--- src/rtl/multi_counter_pkg.sv ---
// multi_counter_pkg: shared mode encoding and clamp helper
// for the multi-channel counter bank.
package multi_counter_pkg;

  localparam logic MODE_WRAP = 1'b0;
  localparam logic MODE_SAT  = 1'b1;

  // Widths up to 32 bits; callers zero-extend and truncate.
  function automatic logic [31:0] min_u(
    input logic [31:0] a,
    input logic [31:0] b
  );
    return (a < b) ? a : b;
  endfunction

endpackage

--- src/rtl/counter_chan.sv ---
// counter_chan: one up/down channel with load, clear,
// wrap/saturate boundary handling and a registered tc pulse.
module counter_chan
  import multi_counter_pkg::*;
#(
  parameter int WIDTH = 8
) (
  input  logic             clk,
  input  logic             rst,
  input  logic             en,
  input  logic             clr,
  input  logic             load,
  input  logic             inc,
  input  logic             dec,
  input  logic             sat_mode,
  input  logic [WIDTH-1:0] load_val,
  input  logic [WIDTH-1:0] max_val,
  output logic [WIDTH-1:0] cnt,
  output logic             eq,
  output logic             tc,
  output logic             tc_nxt
);

  logic [WIDTH-1:0] cnt_q, cnt_d;
  logic             tc_q, tc_d;
  logic [WIDTH-1:0] ld_v;
  logic             up, dn, sat;

  assign ld_v = WIDTH'(min_u(32'(load_val), 32'(max_val)));
  assign up   = en & inc & ~dec;
  assign dn   = en & dec & ~inc;
  assign sat  = (sat_mode == MODE_SAT);

  always_comb begin
    cnt_d = cnt_q;
    tc_d  = 1'b0;
    if (clr) begin
      cnt_d = '0;
    end else if (load) begin
      cnt_d = ld_v;
    end else if (up) begin
      if (cnt_q < max_val) begin
        cnt_d = cnt_q + WIDTH'(1);
      end else begin
        cnt_d = sat ? max_val : '0;
        tc_d  = 1'b1;
      end
    end else if (dn) begin
      // max_val may have been lowered below the count
      if (cnt_q > max_val) begin
        cnt_d = max_val;
      end else if (cnt_q != '0) begin
        cnt_d = cnt_q - WIDTH'(1);
      end else begin
        cnt_d = sat ? '0 : max_val;
        tc_d  = 1'b1;
      end
    end
  end

  always_ff @(posedge clk or posedge rst) begin
    if (rst) begin
      cnt_q <= '0;
      tc_q  <= 1'b0;
    end else begin
      cnt_q <= cnt_d;
      tc_q  <= tc_d;
    end
  end

  assign cnt    = cnt_q;
  assign tc     = tc_q;
  assign tc_nxt = tc_d;
  assign eq     = (cnt_q == max_val);

endmodule

--- src/rtl/multi_counter.sv ---
// multi_counter: NCH independent counter_chan instances
// with a registered any-terminal-count flag.
module multi_counter
  import multi_counter_pkg::*;
#(
  parameter int WIDTH = 8,
  parameter int NCH   = 4
) (
  input  logic                 clk,
  input  logic                 rst,
  input  logic                 en,
  input  logic [NCH-1:0]       clr,
  input  logic [NCH-1:0]       load,
  input  logic [NCH-1:0]       inc,
  input  logic [NCH-1:0]       dec,
  input  logic [NCH-1:0]       sat_mode,
  input  logic [NCH*WIDTH-1:0] load_val,
  input  logic [NCH*WIDTH-1:0] max_val,
  output logic [NCH*WIDTH-1:0] cnt,
  output logic [NCH-1:0]       eq,
  output logic [NCH-1:0]       tc,
  output logic                 any_tc
);

  logic [NCH-1:0] tc_d;
  logic           any_tc_q;

  for (genvar i = 0; i < NCH; i++) begin : g_ch
    counter_chan #(
      .WIDTH(WIDTH)
    ) u_chan (
      .clk      (clk),
      .rst      (rst),
      .en       (en),
      .clr      (clr[i]),
      .load     (load[i]),
      .inc      (inc[i]),
      .dec      (dec[i]),
      .sat_mode (sat_mode[i]),
      .load_val (load_val[i*WIDTH +: WIDTH]),
      .max_val  (max_val[i*WIDTH +: WIDTH]),
      .cnt      (cnt[i*WIDTH +: WIDTH]),
      .eq       (eq[i]),
      .tc       (tc[i]),
      .tc_nxt   (tc_d[i])
    );
  end

  // Registered from next-state tc so it lines up with tc
  always_ff @(posedge clk or posedge rst) begin
    if (rst) any_tc_q <= 1'b0;
    else     any_tc_q <= |tc_d;
  end

  assign any_tc = any_tc_q;

endmodule
--- config.mk ---
export PLATFORM = sky130hd
export DESIGN_NAME = multi_counter
export DESIGN_NICKNAME = d
export VERILOG_FILES = /design/src/rtl/multi_counter_pkg.sv /design/src/rtl/counter_chan.sv /design/src/rtl/multi_counter.sv
export SDC_FILE = /design/constraint.sdc
export NUM_CORES = 1
export LEC_CHECK = 0
export CAP_MARGIN = 20
export CORE_MARGIN = 5
export CORE_UTILIZATION = 54
export DETAILED_ROUTE_END_ITERATION = 8
export PLACE_DENSITY = 0.84
export SYNTH_ARGS = -nofsm -noshare
export SYNTH_HDL_FRONTEND = slang
export SYNTH_HIERARCHICAL = 1
export SYNTH_SLANG_ARGS = --single-unit
--- constraint.sdc ---
create_clock -name clk -period 3.9 [get_ports clk]
set_input_delay 0.78 -clock clk [delete_from_list [all_inputs] [get_ports clk]]
set_output_delay 0.78 -clock clk [all_outputs]
set_load 0.01 [all_outputs]
==> results.py <==
metrics = {
    "outcome": {
        "status": "finished, final reports clean",
    },
    "detailed_routing": {
        "viasPerCell": 6.15,
        "wl_per_cell_um": 17.1,
        "drc": 0,
        "final_antenna_net_count": 0,
        "vias": 6377,
        "postRouteWirelength_mm": 17.8,
        "drtIter0Drc": 464,
        "dr.pass1.iters": 5,
    },
    "layout": {
        "insertedDiodeCount": 0,
        "fin_util_pct": 67.2,
        "fill_cells": 985,
        "drive_gt1_share_pct": 6.60,
        "syn2layout_area_growth_pct": 23.4,
        "nets": 1052,
    },
    "grt": {
        "grt_use_total_pct": 26.0,
        "grt_pass1_vias": 6227,
        "grt_max_degree": 19,
        "gr-total-overflow": 0,
        "grt_first_pass_wirelength_mm": 29.2,
        "antenna_found_initial": 0,
    },
    "logic_synthesis": {
        "yosys_warnings": 6,
        "synth_nets": 955,
        "yosysSeqAreaShare_pct": 15.1,
        "ys_top_cells_by_area": "dfrtp_1 (15%), ha_1 (15%), mux2i_1 (6.0%)",
        "postSynth.asyncResetShare_pct": 100,
        "yosys.area.top_type_share_pct": 15.1,
        "synth_cell_types": 57,
        "synth-main-ff-cell": "dfrtp_1",
        "syn_avg_cell_area_um2": 7.71,
        "synthCells": 796,
        "synth_most_common_cell": "nand2_1",
        "synth_seq_cells": 37,
        "synthTopCellsByCount": "nand2_1 (98), ha_1 (72), inv_1 (53), a21oi_1 (52), nor2_1 (46)",
        "yosys.area.top_type": "dfrtp_1",
        "synth_edf_count": 0,
        "syn_area_mm2": 0.00614,
    },
    "cts": {
        "htreeDepth": 2,
        "cts_root_buf": "clkbuf_16",
        "clock_sinks": 37,
        "cts_tree": "built",
        "postCtsSetupBuffers": 0,
        "numCtsBuffers": 5,
        "clockBufferDepth": 2,
        "cts_resized": 0,
        "clkSlewWorstSetupHoldPaths_ns": 0.05,
        "cts_hold_buf": 0,
        "clock_latency_ns": 0.28,
    },
    "setup_path": {
        "r2r_start": "g_ch[3].u_chan/cnt[0]",
        "arrival_ns": 2.73,
        "max_stage_delay_ns": 0.58,
        "cp.required_ns": 3.12,
        "critPathKind": "in2out",
        "crit_path_frequent_cell": "clkdlybuf4s50_1",
        "cpMaxStageDelayCell": "clkdlybuf4s50_1",
        "reg2reg_depth": 10,
        "path_cells": "clkdlybuf4s50_1 > inv_1 > ha_1 > nand4_1 > nor3_2 > clkdlybuf4s50_1",
        "cp_max_fo": 4,
        "rrSetupSlack_ns": 0.94,
        "worst_setup_path_start_kind": "input port",
        "worstReg2RegEnd": "any_tc",
        "cp-end-kind": "output pin",
    },
    "min_path": {
        "worstHoldStart": "g_ch[2].u_chan/cnt[6]",
        "hp-class": "reg2reg",
        "holdPathEnd": "g_ch[2].u_chan/cnt[6]",
        "min_path_cells": 2,
    },
    "floorplanning": {
        "dieArea_mm2": 0.0136,
        "rows": 39,
        "initial_utilization_pct": 54.4,
        "fp.dieW_um": 117,
        "core_area_mm2": 0.0113,
        "die_h_um": 117,
        "io_pins": 128,
    },
    "power": {
        "p_leak_uw": 0.00333,
        "clkPwrFrac_pct": 17.1,
        "p_int_uw": 1390,
        "p_sw_uw": 1070,
        "vdd_drop_max_mv": 0.205,
        "switching_share_pct": 43.6,
        "power_frac_seq_pct": 25.7,
        "power_density_mw_per_mm2": 325,
        "power_frac_comb_pct": 57.2,
    },
    "place": {
        "io_buffers": 127,
        "dp_hpwl_mm": 14.0,
        "gp_congestion": 0.895,
    },
    "sta": {
        "rsz0062_at_grt": "false",
        "worst_pin_slew_ns": 0.921,
        "hold_viol": 0,
        "fmax_mhz": 285,
        "fin_worst_skew_ns": 0.0112,
        "min_period_over_period_pct": 90.0,
        "setup_viol": 0,
        "finalSetupTns_ns": 0,
        "maxSlewHeadroom_pct": 38.2,
        "period_minus_slack_ns": 3.51,
        "report.final.slew_viol_count": 0,
    },
    "run": {
        "cap_viol_max_count": 0,
    },
}
layer usage:
metal | GRT usage [%] | vias up | routed length, µm
met5 | 0 | - | 0
met4 | 4.74 | 0 | 78
met3 | 3.89 | 8 | 1340
met2 | 45.7 | 242 | 8630
met1 | 34.2 | 3000 | 7720
li1 | - | 3127 | -
worst max-delay path by stage:
| stage | startpoint | to | slack [ns] | depth (start not counted) |
|---|---|---|---|---|
| after CTS | max_val[12] | eq[1] | 0.39 | 6 |
| final | max_val[21] | eq[2] | 0.39 | 6 |
| after global placement | max_val[31] | any_tc | 0.20 | 11 |
| after detailed placement | max_val[31] | any_tc | 0.15 | 11 |
| after global routing | max_val[31] | any_tc | 0.18 | 11 |
| after floorplan | max_val[31] | any_tc | 0.78 | 11 |
worst max-delay path: cells and delay by family:
family                     cells  cell delay (ns)
buffers and inverters          3             1.19
adders and majority gates      1             0.32
and+or+nand+nor                2             0.43
sequential cells by signal, summed over array words and instances, names as in the netlist:
register and cells:
any_tc 1, g_ch.u_chan/tc 4, g_ch.u_chan/cnt 32
kinds of logic after synthesis:
logic type	count (synthesis)	synth area share, %
buffers and inverters	103	7.67
multiplexers	40	6.59
AND/OR/NAND/NOR	279	23.2
AO/OA/AOI/OAI	219	26.2
flip-flops	37	15.1
XOR/XNOR	46	6.57
adder cells (fa/ha/maj)	72	14.7
metrics by stage:
step | cell area [µm²] | hold WS [ns] | power, µW | setup WS, ns | instances
final | 7570 | 0.670 | 2460 | 0.390 | 1037
after global routing | 7570 | 0.705 | 2660 | 0.177 | 1037
after CTS | 7570 | 0.673 | 2470 | 0.387 | 1037
after detailed placement | 7410 | 0.663 | 2030 | 0.149 | 1029
after global placement | 7410 | 0.659 | 2000 | 0.199 | 1029
after floorplan | 6140 | 0.509 | 1590 | 0.775 | 796
power by group through the flow:
stage / combinational (µW) / sequential (µW) / clock [µW]
6_report: 1410 / 634 / 421
5_1_grt: 1560 / 647 / 450
4_1_cts: 1400 / 628 / 434
3_5_place_dp: 1400 / 635 / 0
3_3_place_gp: 1370 / 633 / 0
2_1_floorplan: 1030 / 560 / 0
cell usage in the layout (no fill, tap or decap), types with 30 or more instances in the layout:
master | synthesis | routed
nand2_1 | 98 | 98
a21oi_1 | 52 | 52
nor2_1 | 46 | 46
o21ai_1 | 30 | 30
nand3_1 | 35 | 35
ha_1 | 72 | 72
mux2i_1 | 37 | 37
dfrtp_1 | 37 | 37
inv_1 | 53 | 53
clkdlybuf4s50_1 | 0 | 127
area by class of cell:
type                    instances  area [µm²]  area share, %
repair buffers                140        1370           18.1
multi-input cells             656        4740           62.6
flip-flops and latches         37         926           12.2
clock buffers                   7         153           2.02
clock inverters                 1        5.00         0.0661
well taps                     143         179           2.36
inverters                      53         199           2.63
(Power assumes the default switching activity.)
